===== src/rtl/req_vec_serializer_if.sv =====
// rtl/req_vec_serializer_if.sv - mask-in / index-out handshake bundle for req_vec_serializer
// Ports (interface signals):
//   in_valid, in_ready, in_mask[WIDTH]        : request mask input handshake
//   out_valid, out_ready, out_idx[IDX_W], out_last : index output handshake
//   stat_masks[CNT_W], stat_idx[CNT_W]        : statistics counters (block -> observer)
// Modports: slave = serializer side, master = producer/consumer/observer side.
interface req_vec_serializer_if #(
  parameter int WIDTH = 16,
  parameter int CNT_W = 16
);
  localparam int IDX_W = $clog2(WIDTH);

  logic             in_valid;
  logic             in_ready;
  logic [WIDTH-1:0] in_mask;
  logic             out_valid;
  logic             out_ready;
  logic [IDX_W-1:0] out_idx;
  logic             out_last;
  logic [CNT_W-1:0] stat_masks;
  logic [CNT_W-1:0] stat_idx;

  modport slave (
    input  in_valid, in_mask, out_ready,
    output in_ready, out_valid, out_idx, out_last, stat_masks, stat_idx
  );

  modport master (
    output in_valid, in_mask, out_ready,
    input  in_ready, out_valid, out_idx, out_last, stat_masks, stat_idx
  );
endinterface


===== src/rtl/req_vec_serializer.sv =====
// rtl/req_vec_serializer.sv - serializes a request mask into set-bit indices, lowest first
// Ports:
//   ck   : clock, all state on posedge ck
//   rst  : synchronous active-high reset, priority over everything
//   bus  : req_vec_serializer_if.slave (in_* mask handshake, out_* index handshake, stat_*)
// Optional feature macro: REQ_VEC_SERIALIZER_STATS_EN enables saturating stat counters;
// when undefined, stat_masks/stat_idx are tied to zero and no counter flops exist.
module req_vec_serializer #(
  parameter int WIDTH = 16,
  parameter int CNT_W = 16
) (
  input logic                ck,
  input logic                rst,
  req_vec_serializer_if.slave bus
);
  localparam int IDX_W = $clog2(WIDTH);

  typedef enum logic {IDLE = 1'b0, DRAIN = 1'b1} state_e;

  state_e           state_q, state_d;
  logic [WIDTH-1:0] mask_q, mask_d;

  logic             out_valid;
  logic             out_last;
  logic [IDX_W-1:0] out_idx;
  logic             in_ready;
  logic             accept;
  logic             beat;

  // Lowest set bit index; 0 for an empty mask.
  function automatic logic [IDX_W-1:0] find_first1(input logic [WIDTH-1:0] m);
    logic [IDX_W-1:0] idx;
    idx = '0;
    for (int i = WIDTH - 1; i >= 0; i--) begin
      if (m[i]) idx = IDX_W'(i);
    end
    return idx;
  endfunction

  // State register
  always_ff @(posedge ck) begin
    if (rst) begin
      state_q <= IDLE;
      mask_q  <= '0;
    end else begin
      state_q <= state_d;
      mask_q  <= mask_d;
    end
  end

  // Output logic
  always_comb begin
    out_valid = (state_q == DRAIN);
    out_idx   = find_first1(mask_q);
    // Only one bit left when clearing the lowest set bit empties the mask.
    out_last  = out_valid & ((mask_q & (mask_q - WIDTH'(1))) == '0);
    // Accept a new mask on the final beat so back-to-back masks stream without a bubble.
    in_ready  = (state_q == IDLE) | (out_valid & out_last & bus.out_ready);
    accept    = bus.in_valid & in_ready;
    beat      = out_valid & bus.out_ready;

    bus.out_valid = out_valid;
    bus.out_idx   = out_idx;
    bus.out_last  = out_last;
    bus.in_ready  = in_ready;
  end

  // Next-state logic
  always_comb begin
    state_d = state_q;
    mask_d  = mask_q;
    if (beat) begin
      mask_d = mask_q & (mask_q - WIDTH'(1));
      if (out_last) state_d = IDLE;
    end
    if (accept) begin
      if (bus.in_mask != '0) begin
        mask_d  = bus.in_mask;
        state_d = DRAIN;
      end else begin
        // Empty mask is swallowed without producing a beat.
        state_d = IDLE;
      end
    end
  end

`ifdef REQ_VEC_SERIALIZER_STATS_EN
  logic [CNT_W-1:0] stat_masks_q, stat_masks_d;
  logic [CNT_W-1:0] stat_idx_q, stat_idx_d;

  always_comb begin
    stat_masks_d = stat_masks_q;
    stat_idx_d   = stat_idx_q;
    if (accept && (bus.in_mask != '0) && (stat_masks_q != '1))
      stat_masks_d = stat_masks_q + CNT_W'(1);
    if (beat && (stat_idx_q != '1))
      stat_idx_d = stat_idx_q + CNT_W'(1);
  end

  always_ff @(posedge ck) begin
    if (rst) begin
      stat_masks_q <= '0;
      stat_idx_q   <= '0;
    end else begin
      stat_masks_q <= stat_masks_d;
      stat_idx_q   <= stat_idx_d;
    end
  end

  assign bus.stat_masks = stat_masks_q;
  assign bus.stat_idx   = stat_idx_q;
`else
  assign bus.stat_masks = '0;
  assign bus.stat_idx   = '0;
`endif
endmodule


===== src/flat_wrapper.sv =====
// flat-port wrapper written by rule: the top's interface ports become plain ports
module req_vec_serializer_flat 
#(
  parameter int WIDTH = 16,
  parameter int CNT_W = 16
)
  (ck, rst, bus_in_valid, bus_in_mask, bus_out_ready, bus_in_ready, bus_out_valid, bus_out_idx, bus_out_last, bus_stat_masks, bus_stat_idx);
  req_vec_serializer_if #(.WIDTH(WIDTH), .CNT_W(CNT_W)) bus_i ();
  input logic ck;
  input logic rst;
  input wire logic [$bits(bus_i.in_valid)-1:0] bus_in_valid;
  input wire logic [$bits(bus_i.in_mask)-1:0] bus_in_mask;
  input wire logic [$bits(bus_i.out_ready)-1:0] bus_out_ready;
  output wire logic [$bits(bus_i.in_ready)-1:0] bus_in_ready;
  output wire logic [$bits(bus_i.out_valid)-1:0] bus_out_valid;
  output wire logic [$bits(bus_i.out_idx)-1:0] bus_out_idx;
  output wire logic [$bits(bus_i.out_last)-1:0] bus_out_last;
  output wire logic [$bits(bus_i.stat_masks)-1:0] bus_stat_masks;
  output wire logic [$bits(bus_i.stat_idx)-1:0] bus_stat_idx;
  assign bus_i.in_valid = bus_in_valid;
  assign bus_i.in_mask = bus_in_mask;
  assign bus_i.out_ready = bus_out_ready;
  assign bus_in_ready = bus_i.in_ready;
  assign bus_out_valid = bus_i.out_valid;
  assign bus_out_idx = bus_i.out_idx;
  assign bus_out_last = bus_i.out_last;
  assign bus_stat_masks = bus_i.stat_masks;
  assign bus_stat_idx = bus_i.stat_idx;
  req_vec_serializer #(.WIDTH(WIDTH), .CNT_W(CNT_W)) u_core (.ck(ck), .rst(rst), .bus(bus_i));
endmodule

===== config.mk =====
export PLATFORM = sky130hd
export DESIGN_NAME = req_vec_serializer_flat
export DESIGN_NICKNAME = d
export VERILOG_FILES = /design/src/rtl/req_vec_serializer_if.sv /design/src/rtl/req_vec_serializer.sv /design/src/flat_wrapper.sv
export SDC_FILE = /design/constraint.sdc
export NUM_CORES = 1
export LEC_CHECK = 0
export CORE_ASPECT_RATIO = 0.7
export CORE_MARGIN = 8
export CORE_UTILIZATION = 37
export CTS_CLUSTER_SIZE = 28
export DETAILED_ROUTE_END_ITERATION = 8
export PLACE_DENSITY_LB_ADDON = 0.25
export SLEW_MARGIN = 15
export SYNTH_ARGS = -nofsm -noshare
export SYNTH_HDL_FRONTEND = slang
export SYNTH_SLANG_ARGS = --single-unit

===== constraint.sdc =====
create_clock -name ck -period 5.25 [get_ports ck]
set_input_delay 1.3125 -clock ck [delete_from_list [all_inputs] [get_ports ck]]
set_output_delay 1.3125 -clock ck [all_outputs]
set_load 0.03 [all_outputs]

==> key figures <==
Global route
  • GRT Total Usage: 11.3%
  • Vias in the first global route: 1151
  • Initial antenna violation count: 0
  • Remaining global-route overflow: 0
  • First-pass GRT wire length: 5840 um
  • Pin count of the biggest net entering global routing: 26

Power and ir drop
  • Share of power burned in registers: 35.8%
  • Leak: 0.704 nW
  • Switch share: 40.4%
  • Combinational share of power: 42.3%
  • Peak supply drop: 0.000126 V
  • Clock power share: 21.8%
  • P_sw: 0.000180 W
  • PD cells: 271 mW/mm2
  • Pint: 0.000266 W

Finish
  • Layout cells sized above 1: 6.37%
  • Area Overhead vs Synth: 11.5%
  • Final cell count without fillers: 256
  • Antenna cells: 0
  • Final #Nets: 225

Clocking
  • Clk pin slew, worst setup/hold paths: 0.07 ns
  • CTS tree: yes
  • CTS root buf: clkbuf_8
  • Hold buffers post-CTS: 0
  • Clk_lat worst skew: 0.25 ns
  • Sink count of the clock tree: 17
  • Post_cts resized: 0
  • Max Buffers Root-to-Sink: 2
  • Htree depth: 1
  • Inserted Clock Buffers: 3
  • # Post-CTS Setup Buffers: 0

Setup path
  • Worst-path maximum fanout: 11
  • Worst path cell trace: nor4_2 > nand2_2 > a211oi_2 > nand4_1 > or3_4 > o21ai_0 > clkdlybuf4s50_1
  • WP data arrival: 3.15 ns
  • Slowest cell delay on critical path: 0.72 ns
  • CP max-delay cell: clkdlybuf4s50_1
  • Crit. End Element: output pin
  • Startpoint Class: flip-flop
  • Worst EP required: 3.94 ns
  • Critical path class: reg -> out

STA
  • Final worst slack: 0.783 ns
  • Max-slew violation count: 0
  • Peak Freq: 224 MHz
  • Hold Violations, Final: 0
  • Final Skew: 0.00256 ns
  • Setup_tns: 0 ns
  • RSZ-0062 raised after global routing: no
  • Worst rel slew slack: 35.3%
  • Fin crit share: 85.1%
  • Final setup viols: 0
  • Worst-margin pin slew: 0.971 ns
  • Tmin final: 4.47 ns

Placement
  • Dpl ws: 1.09 ns
  • Placed cells: 252
  • GPL Wtd Cong: 0.820
  • PortBufs: 26
  • HPWL after detailed placement: 2930 um

Yosys
  • EDFF count, synth: 0
  • Synth unique cells: 42
  • Post-synth top cells: buf_4, nand2_1, dfxtp_1
  • YS warnings: 0
  • Seq cells post-synth: 17
  • Netlist Area Pre-Place: 0.00147 mm2
  • Average cell area after synthesis: 7.92 um2
  • Async S/R FF share, synth: 0%
  • Yosys top cell area share: 23.1%
  • Synth top area cells: dfxtp_1, buf_4, mux2i_1
  • Count leader, synth: buf_4
  • Primary FF master, synth: dfxtp_1
  • Syn Inst Count: 186
  • Synth area leader: dfxtp_1
  • Seq/Total Area, Yosys: 23.1%

Route
  • Via-per-instance ratio: 5.08
  • Residual DRC: 0
  • Vias: 1300
  • Post-DRT Antenna Nets: 0
  • Initial DRC Count: 157
  • Initial DRT Pass Iterations: 4
  • Final wirelength: 3750 um
  • Wire per inst: 14.6 um

Status
  • Status: finished clean

Floorplanning
  • Vertical die dimension: 68.8 um
  • Die width: 91.4 um
  • Starting density of the core: 38.0%
  • Core ar.: 0.00387 mm2
  • Num rows: 19
  • Total die area: 0.00629 mm2
  • I/O pin total: 59

Run
  • Max Cap Violations: 0

Hold path
  • HP Class: reg -> reg
-- worst paths after layout --
| kind | startpoint | endpoint | slack (ns) | cells past startpoint |
|---|---|---|---|---|
| worst min register to register | u_core.mask_q[14]$_SDFF_PP0_ | u_core.mask_q[14]$_SDFF_PP0_ | 0.58 | 2 |
| worst max-delay path | u_core.mask_q[4]$_SDFF_PP0_ | bus_in_ready | 0.78 | 7 |
| worst min-delay path | u_core.mask_q[14]$_SDFF_PP0_ | u_core.mask_q[14]$_SDFF_PP0_ | 0.58 | 2 |
| worst max register to register | u_core.mask_q[4]$_SDFF_PP0_ | u_core.mask_q[3]$_SDFF_PP0_ | 2.20 | 7 |
-- metal layers --
layer / wire length, um / vias to the layer above / global-route usage (%)
li1: - / 641 / -
met1: 1830 / 603 / 16.9
met2: 1540 / 54 / 15.1
met3: 364 / 2 / 3.46
met4: 8 / 0 / 2.43
met5: 0 / - / 0
-- worst max-delay path: cells and delay by family, from the launching register on --
| kind | cells | cell delay, ns |
|---|---|---|
| AO/OA/AOI/OAI | 2 | 0.47 |
| buffers and inverters | 1 | 0.72 |
| flip-flops | 1 | 0.43 |
| AND/OR/NAND/NOR | 4 | 1.29 |
-- flip-flops by register name, indices dropped and copies added, names as in the netlist --
| register | flops |
|---|---|
| u_core.mask_q | 16 |
| u_core.bus.out_valid | 1 |
-- through the flow --
stage / total power, W / area (um2) / utilization (%) / hold slack [ns]
2_1_floorplan: 0.000316 / 1590 / - / 0.495
3_3_place_gp: 0.000349 / 1600 / 41.2 / 0.568
3_5_place_dp: 0.000349 / 1600 / 41.2 / 0.567
4_1_cts: 0.000446 / 1640 / 42.4 / 0.585
5_1_grt: 0.000471 / 1640 / 42.4 / 0.595
6_report: 0.000446 / 1640 / 42.4 / 0.582
-- area by class of cell --
| type | count | area [um2] |
|---|---|---|
| fill | 406 | 2230 |
| tap | 52 | 65.1 |
| timing repair buffer | 26 | 260 |
| multi-input combinational | 150 | 906 |
| sequential | 17 | 340 |
| clock buffer | 4 | 45.0 |
| inverter | 7 | 26.3 |
-- cell usage in the layout (no fill, tap or decap), types with 3 or more instances in the layout --
cell             netlist  final
nand2_1               19     19
mux2i_1               13     13
clkdlybuf4s50_1        0     26
nand3_1                7      7
mux2_4                 3      3
nor4_1                 6      6
o211ai_1               3      3
clkbuf_8               0      3
inv_1                  7      7
o21ai_0                4      4
a21oi_1                6      6
conb_1                 1     32
nor3_1                 7      7
nor2b_1                4      4
o311ai_0               5      5
nor2_1                10     10
dfxtp_1               17     17
o21bai_1               3      3
-- kinds of logic after synthesis --
| logic type | after synthesis | synth area share [%] |
|---|---|---|
| other | 1 | 0.254 |
| muxes | 16 | 11.9 |
| buffers and inverters | 50 | 23.3 |
| DFF | 17 | 23.1 |
| and+or+nand+nor | 63 | 22.3 |
| AOI/OAI and AO/OA | 39 | 19.1 |
-- power by group through the flow --
stage | combinational, W | sequential, W | clock [W]
2_1_floorplan | 0.000164 | 0.000152 | 0
3_3_place_gp | 0.000187 | 0.000162 | 0
3_5_place_dp | 0.000187 | 0.000162 | 0
4_1_cts | 0.000188 | 0.000159 | 0.0000992
5_1_grt | 0.000203 | 0.000162 | 0.000105
6_report | 0.000189 | 0.000160 | 0.0000974
Power figures use the tool's default switching activity.
